[src/rtl/hamming_pkg.sv]
// Shared types and Hamming(7,4) parity masks for the syndrome capture front end.
// Bit order of a word: p1=0, p2=1, i0=2, p3=3, i1=4, i2=5, i3=6.
package hamming_pkg;

   typedef enum logic [1:0] {
      S_IDLE   = 2'd0,
      S_SETTLE = 2'd1,
      S_HOLD   = 2'd2
   } state_e;

   localparam logic [6:0] P1_MASK = 7'b1010101;
   localparam logic [6:0] P2_MASK = 7'b1100110;
   localparam logic [6:0] P3_MASK = 7'b1111000;

   // Result is the 1-based position of a single flipped bit, 0 for a codeword.
   function automatic logic [2:0] compute_syndrome(input logic [6:0] word);
      return {^(word & P3_MASK), ^(word & P2_MASK), ^(word & P1_MASK)};
   endfunction

endpackage

[src/rtl/module_switch_synchronizer.sv]
// Multi-flop synchroniser that brings the asynchronous switch word into the clk domain.
module module_switch_synchronizer #(
   parameter int SYNC_STAGES = 2,
   parameter int W           = 7
) (
   input  logic         clk,
   input  logic         rst_n,
   input  logic [W-1:0] d_in,
   output logic [W-1:0] d_out
);

   logic [SYNC_STAGES-1:0][W-1:0] sync_q;
   logic [SYNC_STAGES-1:0][W-1:0] sync_d;

   always_comb begin
      sync_d = {sync_q[SYNC_STAGES-2:0], d_in};
   end

   always_ff @(posedge clk or negedge rst_n) begin
      if (!rst_n) begin
         sync_q <= '0;
      end else begin
         sync_q <= sync_d;
      end
   end

   assign d_out = sync_q[SYNC_STAGES-1];

endmodule

[src/rtl/module_syndrome_capture.sv]
// Debounces the received-word switches, captures a stable word with its syndrome and
// hands it on over valid/ready. Optional error counter: HAMMING_ERROR_COUNT_EN.
//
// state    | meaning
// S_IDLE   | waiting for the synchronised word to differ from the last capture
// S_SETTLE | candidate must stay equal for DEBOUNCE_CYCLES samples
// S_HOLD   | word presented, valid high, waiting for ready
module module_syndrome_capture
   import hamming_pkg::*;
#(
   parameter int SYNC_STAGES     = 2,
   parameter int DEBOUNCE_CYCLES = 100000,
   parameter int ERR_CNT_W       = 8
) (
   input  logic                 clk,
   input  logic                 rst_n,
   input  logic [6:0]           switch_raw,
   input  logic                 ready,
   output logic                 valid,
   output logic [6:0]           switch_error,
   output logic [2:0]           sindrome,
   output logic                 error_detected
`ifdef HAMMING_ERROR_COUNT_EN
   ,
   output logic [ERR_CNT_W-1:0] error_count
`endif
);

   localparam int               CNT_W    = $clog2(DEBOUNCE_CYCLES + 1);
   localparam logic [CNT_W-1:0] CNT_LAST = CNT_W'(DEBOUNCE_CYCLES - 1);

   logic [6:0] sync_out;

   module_switch_synchronizer #(
      .SYNC_STAGES(SYNC_STAGES),
      .W          (7)
   ) u_sync (
      .clk  (clk),
      .rst_n(rst_n),
      .d_in (switch_raw),
      .d_out(sync_out)
   );

   state_e           state_q, state_d;
   logic [6:0]       cand_q, cand_d;
   logic [6:0]       last_q, last_d;
   logic [CNT_W-1:0] cnt_q, cnt_d;
   logic             first_q, first_d;
   logic             valid_q, valid_d;
   logic [6:0]       word_q, word_d;
   logic [2:0]       synd_q, synd_d;
   logic             err_q, err_d;
   logic [2:0]       cand_synd;
`ifdef HAMMING_ERROR_COUNT_EN
   logic [ERR_CNT_W-1:0] errcnt_q, errcnt_d;
`endif

   assign cand_synd = compute_syndrome(cand_q);

   always_comb begin
      state_d = state_q;
      cand_d  = cand_q;
      last_d  = last_q;
      cnt_d   = cnt_q;
      first_d = first_q;
      valid_d = valid_q;
      word_d  = word_q;
      synd_d  = synd_q;
      err_d   = err_q;
`ifdef HAMMING_ERROR_COUNT_EN
      errcnt_d = errcnt_q;
`endif
      case (state_q)
         S_IDLE: begin
            if (sync_out != last_q) begin
               cand_d  = sync_out;
               cnt_d   = '0;
               state_d = S_SETTLE;
            end
         end
         S_SETTLE: begin
            // The post-reset pass must emit even when the word equals last_q (0).
            if (!first_q && (sync_out == last_q)) begin
               state_d = S_IDLE;
            end else if (sync_out != cand_q) begin
               cand_d = sync_out;
               cnt_d  = '0;
            end else if (cnt_q == CNT_LAST) begin
               word_d  = cand_q;
               synd_d  = cand_synd;
               err_d   = |cand_synd;
               last_d  = cand_q;
               valid_d = 1'b1;
               first_d = 1'b0;
               state_d = S_HOLD;
`ifdef HAMMING_ERROR_COUNT_EN
               if ((cand_synd != 3'b000) && (errcnt_q != '1)) begin
                  errcnt_d = errcnt_q + 1'b1;
               end
`endif
            end else begin
               cnt_d = cnt_q + 1'b1;
            end
         end
         S_HOLD: begin
            if (valid_q && ready) begin
               valid_d = 1'b0;
               state_d = S_IDLE;
            end
         end
         default: begin
            state_d = S_IDLE;
         end
      endcase
   end

   always_ff @(posedge clk or negedge rst_n) begin
      if (!rst_n) begin
         state_q <= S_SETTLE;
         cand_q  <= '0;
         last_q  <= '0;
         cnt_q   <= '0;
         first_q <= 1'b1;
         valid_q <= 1'b0;
         word_q  <= '0;
         synd_q  <= '0;
         err_q   <= 1'b0;
`ifdef HAMMING_ERROR_COUNT_EN
         errcnt_q <= '0;
`endif
      end else begin
         state_q <= state_d;
         cand_q  <= cand_d;
         last_q  <= last_d;
         cnt_q   <= cnt_d;
         first_q <= first_d;
         valid_q <= valid_d;
         word_q  <= word_d;
         synd_q  <= synd_d;
         err_q   <= err_d;
`ifdef HAMMING_ERROR_COUNT_EN
         errcnt_q <= errcnt_d;
`endif
      end
   end

   assign valid          = valid_q;
   assign switch_error   = word_q;
   assign sindrome       = synd_q;
   assign error_detected = err_q;
`ifdef HAMMING_ERROR_COUNT_EN
   assign error_count    = errcnt_q;
`endif

endmodule

[config.mk]
export PLATFORM = sky130hd
export DESIGN_NAME = module_syndrome_capture
export DESIGN_NICKNAME = d
export VERILOG_FILES = /design/src/rtl/hamming_pkg.sv /design/src/rtl/module_switch_synchronizer.sv /design/src/rtl/module_syndrome_capture.sv
export SDC_FILE = /design/constraint.sdc
export NUM_CORES = 1
export LEC_CHECK = 0
export ABC_AREA = 1
export ABC_CLOCK_PERIOD_IN_PS = 2600
export BUFFER_PORTS_ARGS = -buffer_cell sky130_fd_sc_hd__buf_4
export CAP_MARGIN = 20
export CORE_MARGIN = 2
export CORE_UTILIZATION = 35
export CTS_CLUSTER_DIAMETER = 200
export DETAILED_ROUTE_END_ITERATION = 6
export PLACE_DENSITY_LB_ADDON = 0.1
export SYNTH_ARGS = -nofsm -noshare
export SYNTH_HDL_FRONTEND = slang
export SYNTH_SLANG_ARGS = --single-unit
[constraint.sdc]
create_clock -name clk -period 2.6 [get_ports clk]
set_input_delay 0 -clock clk [delete_from_list [all_inputs] [get_ports clk]]
set_output_delay 0 -clock clk [all_outputs]
set_load 0.1 [all_outputs]
==> reports/metrics.cfg <==
[outcome]
status=completed

[clocking]
cts_tree=done
post_cts_buffers=0
cts_made_buffers=5
cts.sink_count=53
clk_path_buf_depth=2
clkLatencyLatePin_ns=0.30
htree_levels=2
clkTransAtPathRegs_ns=0.10
cts_root_buffer=clkbuf_8

[route]
routedWlPerCell_um=12.4
drtIter0Drc=106
drc_errors=0
drt_first_pass_iters=4
ant_nets=0
num_vias=2418
viasPerCell=4.68
drt-total-wl_um=6400

[pwr]
p_per_area_nw_per_um2=429
p_leak_nw=1.56
total_power_mw=1.46
peakVddDrop_uv=186

[sta]
period_share_pct=77.7
fin_worst_hold_slack_ns=0.0576
max_freq_mhz=495
finalSetupViolations=0
hold_viol=0
slew_headroom_pct=50.6
grt_setup_unrepaired=no
setup_tns_ns=0
finalMaxSlewViolations=0
fin_crit_ns=2.02
fin_skew_ns=0.00817
tightest_slew_ns=0.739
fin_ws_ns=0.580

[min_path]
hold_depth=4
min_path_type=in -> reg
hp-start=ready
min_to=valid

[worst_setup_path]
critPathBufInv=1
r2r_slack_ns=0.58
worst-setup-path-type=reg -> reg
arrival_ns=2.22
timing.rr.end=cnt_q[2]
critPathTopFamily=simple AND/OR/NAND/NOR gates
reg2reg_depth=5
start_kind=register
critical_path.max_fanout=18
required_ns=2.80
crit_slowest_cell=o211ai_2
rr_startpoint=state_q[0]
end_kind=register
cp_common_cell=nand2_1
crit_chain=inv_1 > o211ai_2 > nand3_4 > nand2_1 > nand2_1
slowest_delay_ns=0.62

[synth]
synth_common_cells=nand2_1, dfrtp_1, inv_1
yosysTopAreaCellShare_pct=42.5
synth_area_um2=3000
ys_ff_latch=53
synth_edf_count=0
synth_top_area_cell=dfrtp_1
ys_seq_area_share_pct=44.3
syn_area_per_cell_um2=7.88
synth.distinct_cells=31
synthCells=381
yosysWarnings=0
synth_most_common_cell=nand2_1
async_flop_share_pct=100
synth_ff_type=dfrtp_1
synthesis.nets=392
synthTopCellsByArea=dfrtp_1, nand2_1, inv_1

[global_routing]
grt_pass1_vias=2312
grt_max_degree=54
overflow=0
grt_first_pass_wirelength_um=11200
track_usage_pct=14.6
antenna_found_initial=0

[final_layout]
drive_gt1_share_pct=18.2
diodes=0
areaGrowthSynthToFinish_pct=13.4
final_cells=517
nets=422

[floorplan]
die_x_um=96.6
die_y_um=96.6
core_area_um2=8260
initial_core_util_pct=36.3
die_area_um2=9330
rows=33
ios=22

[flow_run]
max_cap_viol_count=0

[place]
numPortBuffers=21
post-dp-hpwl_um=4600
post-place-ws_ns=0.554
placed_cells=501
place.gp.congestion=0.870

[registers in the layout, indices dropped and copies added, names as in the netlist, 2 cells and up]
| name | count |
|---|---|
| cand_q | 7 |
| sindrome | 3 |
| switch_error | 7 |
| cnt_q | 17 |
| u_sync.sync_d | 7 |
| u_sync.d_out | 7 |
| state_q | 2 |
[worst reg2reg max path, cell delays in order (launching register included)]
cell and delay, ns:
dfstp_2 0.56, inv_1 0.08, o211ai_2 0.62, nand3_4 0.43
nand2_1 0.17, nand2_1 0.06
[power breakdown]
part | switching, mW | total (mW) | internal [mW]
Sequential | 0.0182 | 0.862 | 0.844
Combinational | 0.0814 | 0.133 | 0.0520
Clock | 0.273 | 0.465 | 0.191
[metrics by stage]
stage	util (%)	cell area [um2]
after floorplan	-	3000
after global placement	39.2	3240
after detailed placement	39.2	3240
after CTS	41.2	3400
after global routing	41.2	3400
final	41.2	3400
[worst max-delay path by stage]
stage	from	endpoint	slack (ns)	cells past startpoint
after floorplan	switch_error[6]	cand_q[0]	0.49	11
after global placement	state_q[0]	cnt_q[0]	0.62	5
after detailed placement	state_q[0]	cnt_q[3]	0.55	5
after CTS	state_q[0]	cnt_q[3]	0.53	5
after global routing	state_q[0]	cnt_q[5]	0.35	5
final	state_q[0]	cnt_q[2]	0.58	5
[cells by family after synthesis]
kind of cell	after synthesis	share of synthesized area, %
compound gates	24	4.42
xor+xnor	17	4.96
fa+ha+maj	1	0.417
buf+inv	54	8.04
flops	53	44.3
simple gates	232	37.9
[cell usage in the layout (no fill, tap or decap), types with 2 or more instances in the layout]
master	n
nand2_1	107
o21ai_1	17
nor2_4	3
nor3_1	9
nand3_2	10
o21ai_0	3
clkbuf_8	5
nand2_2	16
nor2_1	38
dfrtp_1	51
nand3_4	2
inv_2	4
buf_4	24
xnor2_1	9
nand4_1	10
nor2_2	4
dlygate4sd3_1	8
clkbuf_1	2
nand3_1	29
xor2_1	8
dfstp_2	2
inv_1	41
[routing by layer]
metal | vias up | track usage, % | share of wire [%]
met5 | - | 0 | 0
met4 | 0 | 4.44 | 1.8
met3 | 13 | 2.46 | 3.1
met2 | 42 | 21.4 | 41
met1 | 1102 | 22.0 | 54
li1 | 1261 | - | -
[cell type report]
cell class / count / area (um2)
Tap cell: 105 / 131
Sequential cell: 53 / 1330
Clock buffer: 7 / 76.3
Fill cell: 860 / 4850
Clock inverter: 1 / 7.51
Inverter: 45 / 169
Timing Repair Buffer: 32 / 260
Multi-Input combinational cell: 274 / 1430
[repair_timing]
item | in CTS | in global routing
endpoints found under the hold margin | 58 | 0
setup endpoints to repair | 0 | 0
gates resized for setup | 0 | 0
hold buffers | 8 | 0
(Power assumes the default switching activity.)
